`config.mk`:
```
export PLATFORM = sky130hd
export DESIGN_NAME = seq_div
export DESIGN_NICKNAME = d
export VERILOG_FILES = /design/src/rtl/seq_div_pkg.sv /design/src/rtl/seq_div_step.sv /design/src/rtl/seq_div.sv
export SDC_FILE = /design/constraint.sdc
export NUM_CORES = 1
export LEC_CHECK = 0
export ABC_AREA = 0
export CAP_MARGIN = 20
export CORE_MARGIN = 10
export CORE_UTILIZATION = 30
export CTS_CLUSTER_DIAMETER = 30
export CTS_CLUSTER_SIZE = 30
export DETAILED_ROUTE_END_ITERATION = 12
export HOLD_SLACK_MARGIN = 0.05
export PLACE_DENSITY_LB_ADDON = 0.2
export SYNTH_ARGS = -nofsm -noshare
export SYNTH_HDL_FRONTEND = slang
export SYNTH_HIERARCHICAL = 1
export SYNTH_SLANG_ARGS = --single-unit
```
`constraint.sdc`:
```
create_clock -name clk -period 4.43 [get_ports clk]
set_clock_uncertainty 0.05 [all_clocks]
set_input_delay 0.886 -clock clk [delete_from_list [all_inputs] [get_ports clk]]
set_output_delay 0.886 -clock clk [all_outputs]
set_load 0.02 [all_outputs]
```
`src/rtl/seq_div_pkg.sv`:
```
// Shared types and sizing helpers for the sequential restoring divider.
package seq_div_pkg;

  typedef enum logic [1:0] {
    IDLE = 2'd0,
    RUN  = 2'd1,
    DONE = 2'd2
  } state_t;

  localparam int DIVIDEND_LEN_DEF = 8;
  localparam int CNT_W            = $clog2(DIVIDEND_LEN_DEF + 1);

  // Edges from acceptance to the result edge for a non-zero divisor.
  function automatic int div_latency(input int dividend_len);
    return dividend_len + 1;
  endfunction

  function automatic int cnt_width(input int dividend_len);
    return $clog2(dividend_len + 1);
  endfunction

endpackage

```
`src/rtl/seq_div_step.sv`:
```
// One restoring-division step: shift in a dividend bit, trial-subtract the divisor.
module seq_div_step #(
  parameter int Divisor_length = 4
) (
  input  logic [Divisor_length:0]   rem_i,
  input  logic                      bit_i,
  input  logic [Divisor_length-1:0] div_i,
  output logic [Divisor_length:0]   rem_o,
  output logic                      qbit_o
);

  localparam int RW = Divisor_length + 1;

  // Keeping the full partial remainder in the shift means the compare is exact
  // even if the top remainder bit were ever set.
  logic [Divisor_length+1:0] shifted;

  assign shifted = {rem_i, bit_i};
  assign qbit_o  = (shifted >= {2'b00, div_i});
  assign rem_o   = qbit_o ? RW'(shifted - {2'b00, div_i}) : shifted[Divisor_length:0];

endmodule

```
`src/rtl/seq_div.sv`:
```
// Sequential unsigned divider: one quotient bit per clock, valid/ready in, pulsed result out.
module seq_div
  import seq_div_pkg::*;
#(
  parameter int Dividend_length = 8,
  parameter int Divisor_length  = 4
) (
  input  logic                       clk,
  input  logic                       rst,
  input  logic [Dividend_length-1:0] a,
  input  logic [Divisor_length-1:0]  b,
  input  logic                       ab_valid,
  output logic                       ab_ready,
  output logic                       z_valid,
  output logic [Dividend_length-1:0] q,
  output logic [Divisor_length-1:0]  r,
  output logic                       dbz
);

  localparam int CNT_WIDTH = cnt_width(Dividend_length);

  state_t                     state_q;
  logic [Dividend_length-1:0] dq_q;
  logic [Divisor_length:0]    rem_q;
  logic [Divisor_length-1:0]  b_q;
  logic [CNT_WIDTH-1:0]       cnt_q;
  logic [Dividend_length-1:0] q_q;
  logic [Divisor_length-1:0]  r_q;
  logic                       dbz_q;
  logic                       z_valid_q;
  logic                       ab_ready_q;

  logic [Divisor_length:0]    rem_d;
  logic                       qbit_d;
  logic [Dividend_length-1:0] dq_d;
  logic                       accept;

  seq_div_step #(
    .Divisor_length(Divisor_length)
  ) u_step (
    .rem_i (rem_q),
    .bit_i (dq_q[Dividend_length-1]),
    .div_i (b_q),
    .rem_o (rem_d),
    .qbit_o(qbit_d)
  );

  // Dividend bits leave at the top while quotient bits enter at the bottom.
  assign dq_d   = (dq_q << 1) | Dividend_length'(qbit_d);
  assign accept = ab_valid & ab_ready_q;

  always_ff @(posedge clk) begin
    if (rst) begin
      state_q    <= IDLE;
      dq_q       <= '0;
      rem_q      <= '0;
      b_q        <= '0;
      cnt_q      <= '0;
      q_q        <= '0;
      r_q        <= '0;
      dbz_q      <= 1'b0;
      z_valid_q  <= 1'b0;
      ab_ready_q <= 1'b1;
    end else begin
      z_valid_q <= 1'b0;
      case (state_q)
        IDLE, DONE: begin
          state_q    <= IDLE;
          ab_ready_q <= 1'b1;
          if (accept) begin
            if (b != '0) begin
              dq_q       <= a;
              rem_q      <= '0;
              b_q        <= b;
              cnt_q      <= CNT_WIDTH'(Dividend_length);
              state_q    <= RUN;
              ab_ready_q <= 1'b0;
            end else begin
              q_q       <= '1;
              r_q       <= '0;
              dbz_q     <= 1'b1;
              z_valid_q <= 1'b1;
              state_q   <= DONE;
            end
          end
        end
        RUN: begin
          dq_q  <= dq_d;
          rem_q <= rem_d;
          cnt_q <= cnt_q - CNT_WIDTH'(1);
          if (cnt_q == CNT_WIDTH'(1)) begin
            q_q        <= dq_d;
            r_q        <= rem_d[Divisor_length-1:0];
            dbz_q      <= 1'b0;
            z_valid_q  <= 1'b1;
            ab_ready_q <= 1'b1;
            state_q    <= DONE;
          end
        end
        default: begin
          state_q    <= IDLE;
          ab_ready_q <= 1'b1;
        end
      endcase
    end
  end

  assign ab_ready = ab_ready_q;
  assign z_valid  = z_valid_q;
  assign q        = q_q;
  assign r        = r_q;
  assign dbz      = dbz_q;

endmodule

```
# --- After elaboration in Yosys (flattened, before gate mapping) ---
# Cells that the tools add are included.
totals:
  regBits: 38
  input_bits: 15
  out_inout_bits: 15
  word_cells: 62
classes:
  n_addsub: 2
  order_cmp: 1
  eq_ne: 7
  n_mux: 33
  bitwise: 2
  n_reduce_logical: 7
op_table:
  columns: ["op", "count"]
  rows:
  - ["$mux W8", 5]
  - ["$pmux W8 S2", 2]
  - ["$mux W4", 5]
  - ["$pmux W4 S2", 2]
  - ["$mux W5", 3]
  - ["$pmux W5 S2", 1]
  - ["$mux W1", 8]
  - ["$ne A2 B2 Y1 const B", 4]
  - ["$or A8 B1 Y8", 1]
  - ["$ge A6 B4 Y1", 1]
  - ["$mux W2", 3]
  - ["$pmux W1 S2", 3]
  - ["$reduce_and A3 Y1", 2]
  - ["$sub A5 B4 Y5", 1]
  - ["$eq A4 B1 Y1 const B", 1]
  - ["$pmux W2 S2", 1]
  - ["$reduce_and A4 Y1", 1]
  - ["$reduce_bool A4 Y1", 1]
  - ["$sub A4 B1 Y4 const B", 1]
  - ["$eq A2 B1 Y1 const B", 1]
  - ["$eq A2 B2 Y1 const B", 1]
  - ["$logic_not A2 Y1", 1]
  - ["$reduce_bool A2 Y1", 1]
  - ["$reduce_or A2 Y1", 1]
  - ["$and A1 B1 Y1", 1]

# --- Depth between registers and ports, before layout ---
# Gate-level depths: netlist of the first run.
logic_depth:
  ltp_word: 4
  mapped_depth: 10
  mapped_depth_nobuf: 10

# --- Modules after synthesis ---
# Netlist of the first run, hierarchy kept.
by_module_without_submodules:
  columns: ["module", "instances", "cells_per_inst", "area_per_inst_um2", "seq_area_each_um2"]
  rows:
  - ["seq_div", 1, 170, 1560.2, 760.7]
  - ["seq_div_step", 1, 29, 234.0, 0.0]

# --- Least setup slack after synthesis of the first run ---
# Ideal clock, no wire load.
synth_path:
  kind: "reg2reg"
  startpoint: "register dq_q[7]"
  endpoint: "register r_q[1] (netlist: r[1])"
  setup_time_ns: 0.132
  arrival_ns: 2.098
  required_ns: 4.248
  path_slack_ns: 2.149
  stages_incl_launch_ff: 10
  n_path_buf: 0
  period_less_slack_ns: 2.281
  cell_sequence: "dfxtp_1 inv_1 ha_1 inv_1 fa_1 a21o_2 a2111oi_4 mux2_4 nand3_1 a21oi_1"
synth_between:
  elab_chain_cells: 4
  elab_cells_between_ends: 5
  cone_classes: "add/sub (1); order compare (1); mux (3)"
synth_lines:
  columns: ["element", "line", "rtl"]
  rows:
  - ["start, declared", "seq_div.sv:23", "logic [Dividend_length-1:0] dq_q;"]
  - ["start signal, assigned", "seq_div.sv:88", "dq_q <= dq_d;"]
  - ["$sub A5 B4 Y5 or $ge A6 B4 Y1 (tied branches)", "seq_div_step.sv:20, seq_div_step.sv:19", null]
  - ["$mux W5 (*)", "seq_div_step.sv:20", "assign rem_o = qbit_o ? RW'(shifted - {2'b00, div_i}) : shifted[Divisor_length:0];"]
  - ["via rem_d[1]", "seq_div.sv:33", "logic [Divisor_length:0] rem_d;"]
  - ["$mux W4 (*)", "seq_div.sv:91", "if (cnt_q == CNT_WIDTH'(1)) begin"]
  - ["$pmux W4 S2 (*)", "seq_div.sv:66", "case (state_q)"]
  - ["end signal, assigned", "seq_div.sv:93", "r_q <= rem_d[Divisor_length-1:0];"]
  - ["end, declared", "seq_div.sv:28", "logic [Divisor_length-1:0] r_q;"]
# Mark *: on every way through the listed nets, which the timed path passes. The rest lies on a longest branch. The select of a mux whose other input is x is not followed.
# A chain may end at the register's enable or synchronous reset.

# --- Final worst setup path of the first run ---
layout_path:
  startpoint: "input b[0]"
  endpoint: "register q_q[5] (netlist: q[5])"
layout_between:
  elab_chain_cells: 3
layout_lines:
  columns: ["element", "line", "rtl"]
  rows:
  - ["start, declared", "seq_div.sv:11", "input logic [Divisor_length-1:0] b,"]
  - ["$reduce_bool A4 Y1", "seq_div.sv:71", "if (b != '0) begin"]
  - ["$ne A2 B2 Y1 (no source line)", null, null]
  - ["$reduce_and A4 Y1 (no source line)", null, null]
  - ["end signal, assigned", "seq_div.sv:92", "q_q <= dq_d;"]
  - ["end, declared", "seq_div.sv:27", "logic [Dividend_length-1:0] q_q;"]
# Every way passes these cells.

==> results, run 1 <==
- The flow ran to the end, and the final reports show no timing, DRC or antenna violations.
- The number of buffers inserted for hold repair after clock tree synthesis is 0.
- The number of global-route vias before repair came to 1,543.
- The die is 97.3 um wide.
- The length of the first detailed-routing pass in iterations is 4.
- After detailed routing, the number of vias per cell comes to a little over 5.
- The routed layout has 1,542 vias.
- The first global-routing pass estimated approximately 7.6 mm of wire.
- After the last flow step, the layout net total stands at 244.
- The finished layout holds between 200 and 300 standard cells, fillers aside.
- In this run, placement finished with an instance count of a little under 300.
- The measured slew at the worst slew-check pin is 905 ps.
- The switching power is about 0.25 mW.
- The routability congestion estimate from global placement is 0.715.
- The endpoint required time on the critical path is 4620 ps.
- The die covers 9470 um2.
- The post-layout minimum cycle time is 2600 ps.
- The core box area is ~5900 um2.
- The maximum number of pins on one net before global-route repair is 28.
- For the worst-skew pair, the clock arrives at the later sink with an insertion delay of 290 ps.
- The post-route clock period utilization is roughly 60%.
- The total routing resource utilization after global routing is approximately a tenth.
- The warning count from the yosys run is 6.
- The clock drives 38 sinks.
- The critical path class is in -> reg.
- The fraction of layout instances using a drive strength above 1 is approximately a tenth.
- Setup repair after global routing left no endpoint under its margin.
- The fraction of synthesis flops using an asynchronous set or reset pin is 0%.
- Counting every net in the synthesized netlist gives 221.
- After layout, the design draws a total of 0.889 mW.
- The row count is 28.
- The element type at the critical path end is a flop.
- Summing every instance area after synthesis gives between 1500 and 2000 um2.
- Once routing completed, OpenROAD measured the worst setup slack at 1830 ps.
- The combinational group share of total power is 22.2%.
- Counting instances in the post-synthesis netlist gives the leading cell types as dfxtp_1, a21oi_1, nand2_1.
- In this run, distinct cell masters in the synthesized netlist total between 40 and 50.
- Sequential cells burn 44.0% of the power.
- Broken down by cell family, the worst path's largest delay share belongs to simple AND/OR/NAND/NOR gates.
- The number of enable flip-flop cells after synthesis is 0.
- The synthesized design contains 38 register bits.
- The number of hold-slack violations in the final timing report is 0.
- The chip height is 97.3 um.
- The effective utilization at floorplan is 30.7%.
- Clock-pin slew was measured on the worst setup and hold paths at around 70 ps.
- The depth of the CTS H-tree is 2.
- Derived from the worst setup path, the maximum achievable clock frequency is 384 MHz.
- At the worst endpoint, the arrival time is 2790 ps.
- OpenSTA, run right after detailed placement, puts the worst setup slack at about 1500 ps.
- Hold timing on the final database bottoms out at a slack of 426 ps.
- Counting along the longest clock path gives a buffer depth of 2.
- The signal on the critical path passes through clkdlybuf4s50_1 -> or4_1 -> o22ai_2 -> o221a_2.
- The total I/O pin count is 30.
- Port buffering added 29 buffers.
- For this run the aggregate overflow at the end of global routing stands at 0.
- Summed over all cells, the static leakage comes to 0.806 nW.
- In the post-synthesis netlist, the biggest area contributors are dfxtp_1, a21oi_1, o221a_2, ha_1, o211ai_1.
- The total negative setup slack is 0 ps.
- Among all stages on the critical path, the largest delay is contributed by or4_1.
- The most common cell in the synthesized netlist is dfxtp_1.
- The clock root buffer is clkbuf_8.
- Cells fill 38.4% of the core in the end.
- The clock network accounts for approximately 34% of the total power.
- The worst vdd rail ir drop is 111 uV.
- The switching share of total power is 28.5%.
- The number of antenna violations at the first check in global routing came to 0.
- The maximum fanout along the worst path is 11.
- The estimated wirelength of the detail-placed design is between 3 and 4 mm.
- Setup violations remaining at the end of the flow were counted as 0.
- The repair_antennas step left the layout with diodes totalling 0.
- The count of final max-slew check failures was 0.
- Compared with the post-synthesis result, the final layout area differs by 25.1%.
- The number of setup buffers added after CTS is 0.
- The critical path launch point type is an input port.
- The clock tree from TritonCTS is yes.
- The number of gates resized after CTS was 0.
- The iteration-0 DRC count of the detailed router is 63.
- For this design the ratio of total power to cell area is approximately 400 nW/um2.
- Across the run, the number of max-cap violations was 0.
- The longest individual stage delay on the worst path is 730 ps.
- The normalized max-slew margin is 39.7%.
- The top cell type by area accounts for 42.4% of the synthesized area.
- The detail route stage leaves a number of antenna-violating nets equal to 0.
- The final routed wire length divided by cell count is 15.4 um.
- The instance area after placement is roughly 2100 um2.
- The internal power of the cells totals ~0.64 mW.
- The class of the tightest hold or removal check is reg -> reg.
- Among all flip-flop cells after synthesis, the most frequent one is dfxtp_1.
- Wires add up to between 4 and 5 mm.
- Synthesis produced 199 cells.
- Counting both buffers and inverters, the worst setup path holds a total of 1.
- In the routed design, unresolved DRC markers number 0.
- dfxtp_1 takes more of the synthesized area than any other cell.
- Counting the buffers created by CTS gives 5.
- A synthesized cell averages 9.02 um2.
- The part of the Yosys area used for sequential elements is 42.4%.
- After routing the design area is 2240 um2.
==> layout make-up <==
cell class	instances	area [um2]
clock inverter	1	30.0
clock buffer	6	82.6
inverter	10	37.5
sequential	38	761
multi-input combinational	135	927
fill	586	3610
tap	75	93.8
timing repair buffer	32	313
==> flip-flops by register name, indices dropped and copies added (netlist names) <==
signal,flops
ab_ready,1
rem_q,5
dq_q,8
q,8
cnt_q,4
dbz,1
z_valid,1
state_q,2
b_q,4
r,4
==> tightest hold or removal path, stage by stage, from the launching register on <==
cell     delay, ps
dfxtp_1        310
o21ai_0         60
a21oi_1         60
==> power by group through the flow <==
stage | sequential [mW] | combinational, mW | clock (mW)
6_report | 0.391 | 0.197 | 0.301
5_1_grt | 0.395 | 0.220 | 0.322
4_1_cts | 0.391 | 0.199 | 0.307
3_5_place_dp | 0.399 | 0.199 | 0
3_3_place_gp | 0.399 | 0.199 | 0
2_1_floorplan | 0.399 | 0.139 | 0
==> cell families after synthesis <==
logic type,Yosys count,synth area share (%)
muxes,2,1.39
xor gates and xnor gates,3,1.46
DFF,38,42.4
buffers and inverters,26,6.28
and+or+nand+nor,59,16.0
adders and majority gates,7,5.30
AOI/OAI and AO/OA,64,27.1
==> final timing paths <==
kind / from / slack [ps] / cells after the start / end
min reg2reg: b_q[3]$_SDFFE_PP0P_ / 430 / 2 / b_q[3]$_SDFFE_PP0P_
min: b_q[3]$_SDFFE_PP0P_ / 430 / 2 / b_q[3]$_SDFFE_PP0P_
max: b[0] / 1830 / 4 / q[5]$_SDFFE_PP0P_
max reg2reg: dq_q[7]$_SDFFE_PP0P_ / 1910 / 9 / r[1]$_SDFFE_PP0P_
==> cells in the final DEF, fill, tap and decap left out, types with 2 or more instances in the layout <==
cell              n
nor3_1           10
nand3_1           4
nand3b_1          2
dfxtp_1          38
nand2b_1          2
o21ai_0           8
o211ai_1          9
o211a_1           2
a2111oi_0         6
nand2_1          17
a32oi_1           2
and2_1            2
a21oi_1          19
clkbuf_8          6
o221a_2           7
o221ai_1          4
nor2_1           13
buf_4             3
inv_1            10
clkdlybuf4s50_1  29
xor2_1            2
ha_1              6
==> per-layer routing <==
layer  share of wire [%]  track usage (%)
met3                 3.6             2.77
met4                 1.9             4.03
met5                   0                0
met2                  48             16.3
met1                  47             10.8
Power figures use the tool's default switching activity.
==> inputs of run 2 (changes only) <==
==> constraint.sdc (replaced) <==
create_clock -name clk -period 2.1 [get_ports clk]
set_clock_uncertainty 0.05 [all_clocks]
set_input_delay 0.42 -clock clk [delete_from_list [all_inputs] [get_ports clk]]
set_output_delay 0.42 -clock clk [all_outputs]
set_load 0.02 [all_outputs]
==> results, run 2 (synthesized netlist as in run 1, its figures left out) <==
- After filler insertion, the fill cell instance count of the layout stands at 605.
- Setup slack on the worst reg-to-reg path comes out at -100 ps.
- The flow ran to the end, but the final reports show violations.
- The remaining antenna violation count is 0.
- In the layout the commonest cells are dfxtp_1, clkdlybuf4s50_1, buf_4.
- The count of final max-slew check failures was 0.
- The static leakage power is approximately 0.94 nW.
- The worst path in the final design needs a cycle of 2200 ps, including I/O delays and setup.
- Data on the critical path is required at its endpoint by approximately 2200 ps.
- The max-cap check violation count is 0.
- The first global-routing pass estimated 8.39 mm of wire.
- The highest clock rate is 454 MHz.
- The number of antenna diodes in the final layout is 0.
- The number of CTS-inserted buffers is 5.
- Once layout is done, the placed cells without fillers occupy 2500 um2.
- The routed via count is 1,651.
- The most critical setup path has its endpoint at r[1]$_SDFFE_PP0P_.
- The iteration-0 DRC count of the detailed router is 100.
- Setup slack on the critical path of the routed design comes to -102 ps.
- The floorplan step defined a die boundary enclosing about 9500 um2.
- The instance area after placement is 2350 um2.
- The longest clock path from root to sink contains 2 buffers.
- Adding up every negative setup slack in the final design gives -260 ps.
- The data arrival time of the critical path is 2330 ps.
- The final count of negative-setup-slack endpoints is 4.
- The floorplan has 28 rows.
- After layout, the worst path uses 105% of the clock period.
- The remaining global-route overflow is 0.
- The clock-pin slew reported for the worst setup and hold paths after clock tree synthesis is 80 ps.
- The element type at the critical path end is a flop.
- Setup repair after global routing could not meet its margin everywhere.
- After clock tree synthesis, the flow added hold-fix buffers numbering 0.
- The layout net count is approximately 270.
- The number of hold-slack violations in the final timing report came to 0.
- Pin placement for this block handled 30 I/O pins.
- The checks that failed: setup timing.
- The total routing resource utilization after global routing is 10.6%.
- Entering global routing, the biggest net connects 28 pins.
- The endpoint identified for the worst register-to-register timing path is r[1]$_SDFFE_PP0P_.
- The fraction of layout instances using a drive strength above 1 is between 20% and 30%.
- The cell count of the worst reg-to-reg path is 10.
- The startpoint of the most critical register-to-register path is dq_q[7]$_SDFFE_PP0P_.
- The clock tree from TritonCTS is yes.
- The most repeated library cell on the critical path is inv_2.
- OpenSTA, run right after detailed placement, puts the worst setup slack at -83.3 ps.
- Walking the worst path, the cells encountered are inv_2 -> ha_4 -> inv_2 -> fa_2 -> a21o_4 -> a2111oi_4 -> buf_6 -> mux2_4 -> nand3_2 -> a21oi_2.
- On the worst path, the slowest cell contributes a delay of 340 ps.
- The number of global-route vias before repair was 1,678.
- The cell with the biggest individual delay on the critical path is fa_2.
- The total DRC errors in the routed layout is 0.
- Clock tree synthesis selected as its root buffer the cell clkbuf_8.
- The most common cell after layout, fill and taps aside is dfxtp_1.
- The final wirelength is 5.00 mm.
- The estimated wirelength of the detail-placed design is between 3 and 4 mm.
- The core box area is 5850 um2.
- The initial utilization of the core area, before any placement, comes to 30.7%.
- Counting every sink on the clock net gives 38.
- Measured on the finished design, the core utilization comes to 42.7%.
- From synthesis to final layout, the design area changed by 39.2%.
- Routability-driven placement finished with a final weighted congestion of around 0.80.
- Of all nets on the critical path, the largest fanout is 8.
- After detailed routing, the number of vias per cell comes to between 5 and 6.
- Port buffering added 29 buffers.
- In this run the worst hold path is classified as reg -> reg.
- The floorplan step set the die width to 97.3 um.
- The pre-antenna-repair detailed-routing pass consisted of 4 iterations.
- The setup path with the least slack is of type reg -> reg.
- The insertion delay of the later-clocked pin in the worst-skew pair is roughly 300 ps.
- The measured slew at the worst slew-check pin is 507 ps.
- The worst vdd rail ir drop is 253 uV.
- The worst setup path is launched from a flop.
- The final routed wire length divided by cell count is roughly 15 um.
- Headroom to the max-slew limit came out at 66.2%.
- The total power per unit cell area is 742 nW/um2.
- The chip height is 97.3 um.
- The hold path startpoint is b_q[1]$_SDFFE_PP0P_.
- The depth of the CTS H-tree is 2.
- Hold is met by 428 ps.
- The number of antenna violations at the first check in global routing came to 0.
- The start point of the critical path is dq_q[7]$_SDFFE_PP0P_.
run 2: changes by cell type in the layout (fill, tap and decap cells not counted), sizes merged:
cell	before	now
clkinv	0	2
bufinv	1	0
buf	3	30
clkbuf	6	5
run 2: how the worst min path moves through the flow:
stage	end	slack (ps)	depth (start not counted)
floorplan	b_q[1]$_SDFFE_PP0P_	400	2
global placement	b_q[2]$_SDFFE_PP0P_	420	2
detailed placement	b_q[2]$_SDFFE_PP0P_	420	2
CTS	b_q[2]$_SDFFE_PP0P_	430	2
global route	b_q[1]$_SDFFE_PP0P_	460	2
finish	b_q[1]$_SDFFE_PP0P_	430	2
run 2: cell type report:
type	instances	area (um2)	area share (%)
inverter	10	40.0	1.60
tap	75	93.8	3.76
clock inverter	2	10.0	0.401
clock buffer	5	68.8	2.76
multi-input combinational	135	977	39.1
timing repair buffer	59	544	21.8
sequential	38	763	30.6
run 2: metal layers:
| layer | up-vias | GRT usage, % | part of all wire, % | wire, um |
|---|---|---|---|---|
| met5 | - | 0 | 0 | 0 |
| met4 | 0 | 4.70 | 1.8 | 91 |
| met3 | 10 | 2.70 | 3.8 | 191 |
| met2 | 27 | 17.2 | 49 | 2430 |
| met1 | 785 | 12.8 | 46 | 2280 |
| li1 | 829 | - | - | - |
run 2: what timing repair did:
| item | in CTS | in global routing |
|---|---|---|
| endpoints found under the setup margin | 4 | 9 |
| pin swaps | 2 | 3 |
| buffers inserted | 2 | 2 |
| endpoints found under the hold margin | 0 | 0 |
| resized for setup | 2 | 11 |
run 2: worst max-delay path: cells and delay by family, from the launching register on:
kind,cells,cell delay [ps]
AOI/OAI and AO/OA,3,570
adders and majority gates,2,460
buffers and inverters,3,280
DFF,1,330
muxes,1,320
and+or+nand+nor,1,70
run 2: power breakdown:
group,total (mW),internal [mW],switching [mW]
clock network,0.483,0.223,0.260
logic,0.546,0.271,0.276
registers,0.824,0.779,0.0447
total,1.85,1.27,0.581
run 2: per-stage QoR:
stage / cells / power [mW]
final: 324 / 1.85
after global routing: 324 / 1.96
after CTS: 322 / 1.83
after detailed placement: 313 / 1.34
after global placement: 313 / 1.34
after floorplan: 199 / 1.15
==> inputs of run 3 (changes only) <==
--- a/config.mk
+++ b/config.mk
@@ -18,3 +18,4 @@
 export SYNTH_HDL_FRONTEND = slang
 export SYNTH_HIERARCHICAL = 1
 export SYNTH_SLANG_ARGS = --single-unit
+export TNS_END_PERCENT = 20
==> results, run 3 (synthesized netlist as in run 1, its figures left out) <==
- The capture instance of the worst register-to-register path is r[3]$_SDFFE_PP0P_.
- The checks that failed: setup timing.
- The iteration-0 DRC count of the detailed router is 113.
- The count of final max-slew check failures is 0.
- Global routing consumed, on the met3 layer, 2.70% of the routing resources.
- The highest clock rate is 445 MHz.
- The number of global-route vias before repair was 1,650.
- The total routing resource utilization after global routing is 10.7%.
- The routed layout has around 1,700 vias.
- The critical path crosses 11 cells after its start point.
- The total DRC errors in the routed layout is 0.
- The normalized max-slew margin is 63.4%.
- The total of buffers placed on input and output ports is 29.
- Max-cap violations in this run came to 0.
- The total power per unit cell area is 841 nW/um2.
- The endpoint required time on the critical path is 2280 ps.
- The number of antenna diodes is 0.
- The effective utilization at floorplan is between 30 and 40%.
- Setup repair after global routing could not meet its margin everywhere.
- The longest individual stage delay on the worst path is slightly below 400 ps.
- Setup violations remaining at the end of the flow were counted as 9.
- Along the worst hold path, the cell count comes to 2.
- The floorplan die width is 97.3 um.
- Pin placement for this block handled 30 I/O pins.
- The floorplan has 28 rows.
- The core box area is 5850 um2.
- The remaining antenna violation count is 0.
- The critical path class is reg -> reg.
- The post-route netlist has 23.1% of its cells at a drive strength greater than 1.
- The worst-case IR drop observed on VDD is approximately 340 uV.
- The length of the first detailed-routing pass in iterations is 4.
- The total of fill cells in the finished design is 593.
- The relative area change from synthesis to final layout is 39.1%.
- The measured slew at the worst slew-check pin is roughly 550 ps.
- The later pin in the worst-skew pair is clocked with a latency of 300 ps.
- STA classifies the critical path endpoint as a flop.
- The data arrival time of the critical path is 2430 ps.
- The flow ran to the end, but the final reports show violations.
- Global routing finished with a remaining overflow of 0.
- The final wirelength is slightly above 5 mm.
- The non-filler instance count after layout is 322.
- The layer with the highest usage is met2.
- The cell with the biggest individual delay on the critical path is a2111oi_4.
- The H-tree was split into 2 levels.
- The die covers 9470 um2.
- The most common cell after layout, fill and taps aside is dfxtp_1.
- The clock sink total is 38.
- The post-layout minimum cycle time is 2250 ps.
- Grouping stages by cell kind, the critical path spends the most delay in compound AO/OA/AOI/OAI gates.
- After detailed placement, the design holds a cell count of 313.
- In this run the clock root is driven by a clkbuf_8.
- Hold is met by 445 ps.
- Measured in cells, the most critical reg-to-reg path has a length of 11.
- The chip height is around 97 um.
- The number of antenna violations at the first check in global routing came to 0.
- TritonCTS built the clock tree.
- The estimated wirelength of the detail-placed design is 3.71 mm.
- The number of CTS-inserted buffers is 5.
- The mean number of vias per cell is 5.16.
- The worst setup path is launched from a flop.
- The met2 global-route usage is 16.4%.
- The maximum number of pins on one net before global-route repair is 16.
- The number of buffers inserted for hold repair after clock tree synthesis is 0.
- The startpoint of the most critical register-to-register path is dq_q[7]$_SDFFE_PP0P_.
- The design draws 2.10 mW.
- The longest clock path from root to sink contains 2 buffers.
- The tightest min-delay check is of the reg -> reg type.
- The library cells used most frequently in the layout, excluding fill and tap cells, are dfxtp_1, clkdlybuf4s50_1, buf_4.
- Counting both buffers and inverters, the worst setup path holds a total of 3.
- The global-route wire length before repair is 8.58 mm.
- After clock tree synthesis, the clock-pin slew on the worst setup and hold paths is 80 ps.
- The analysis attributes to cell leakage a power of 0.942 nW.
- The final routed wire length divided by cell count is roughly 16 um.
- After the last flow step, the layout net total stands at around 270.
- The total negative setup slack is -819 ps.
- Traced cell by cell, the critical path runs through inv_2 -> ha_4 -> inv_2 -> fa_2 -> a21o_4 -> a2111oi_4 -> buf_4 -> nand2_2 -> o21ai_2 -> nand3_1 -> a21oi_1.
- The number of hold-slack violations in the final timing report came to 0.
- The internal reg-to-reg setup slack is -150 ps.
- Across all setup checks in the final design, the least slack found is -149 ps.
- The final core utilization is a little over two fifths.
- In this run the most critical hold path is launched from b_q[1]$_SDFFE_PP0P_.
- The routability congestion estimate from global placement is roughly 0.76.
- Global routing consumed, on the met1 layer, 14.2% of the routing resources.
- For hold timing, the worst endpoint is b_q[1]$_SDFFE_PP0P_.
- The final critical path takes up 107% of the cycle.
- In this design, the critical path's most frequently occurring cell is inv_2.
- Along the worst path, the maximum fanout reaches 5.
==> run 3: changes by cell type in the layout (fill, tap and decap cells not counted), moves of 2 or more <==
cell       previous run  this run
clkinv_2              2         0
bufinv_16             0         2
a21oi_1              15        19
a21oi_2               4         0
==> run 3: stage by stage <==
step | instance area [um2] | worst slack (ps)
after floorplan | 1800 | -53.6
after global placement | 2320 | -77.3
after detailed placement | 2320 | -123
after CTS | 2460 | -164
after global routing | 2500 | -216
final | 2500 | -149
==> run 3: worst max-delay path by stage <==
stage                                     from           endpoint  slack, ps
final                     dq_q[7]$_SDFFE_PP0P_  r[3]$_SDFFE_PP0P_       -150
after global routing      dq_q[7]$_SDFFE_PP0P_  r[3]$_SDFFE_PP0P_       -220
after CTS                 dq_q[7]$_SDFFE_PP0P_  q[0]$_SDFFE_PP0P_       -160
after detailed placement  dq_q[7]$_SDFFE_PP0P_  r[3]$_SDFFE_PP0P_       -120
after global placement    dq_q[7]$_SDFFE_PP0P_  r[3]$_SDFFE_PP0P_        -80
after floorplan           dq_q[7]$_SDFFE_PP0P_  r[1]$_SDFFE_PP0P_        -50
==> run 3: tightest hold or removal path: stages, from the launching register on <==
cell and delay (ps):
dfxtp_1 320, o21ai_0 70, a21oi_1 70
==> run 3: power by group <==
part           total, mW  internal, mW  switching (mW)
Sequential         0.825         0.779          0.0464
Clock              0.758         0.476           0.282
Combinational      0.516         0.250           0.266
==> run 3: repair_timing <==
item                                    in CTS  in global routing
gates resized for setup                      3                  9
pin swaps                                    1                  6
cloned                                       0                  0
endpoints found under the setup margin       9                 10
setup buffers                                0                  1
==> run 3: layer usage <==
layer,vias up,wire [um],share of wire (%)
li1,830,-,-
met1,800,2420,48
met2,27,2370,47
met3,6,186,3.7
met4,0,62,1.2
met5,-,0,0
==> run 3: layout make-up <==
class	instances	area [um2]	area share, %
flip-flops and latches	38	763	30.6
repair buffers	56	505	20.3
inverters	10	37.5	1.50
clock inverters	3	68.8	2.76
multi-input cells	135	958	38.4
well taps	75	93.8	3.76
clock buffers	5	68.8	2.76
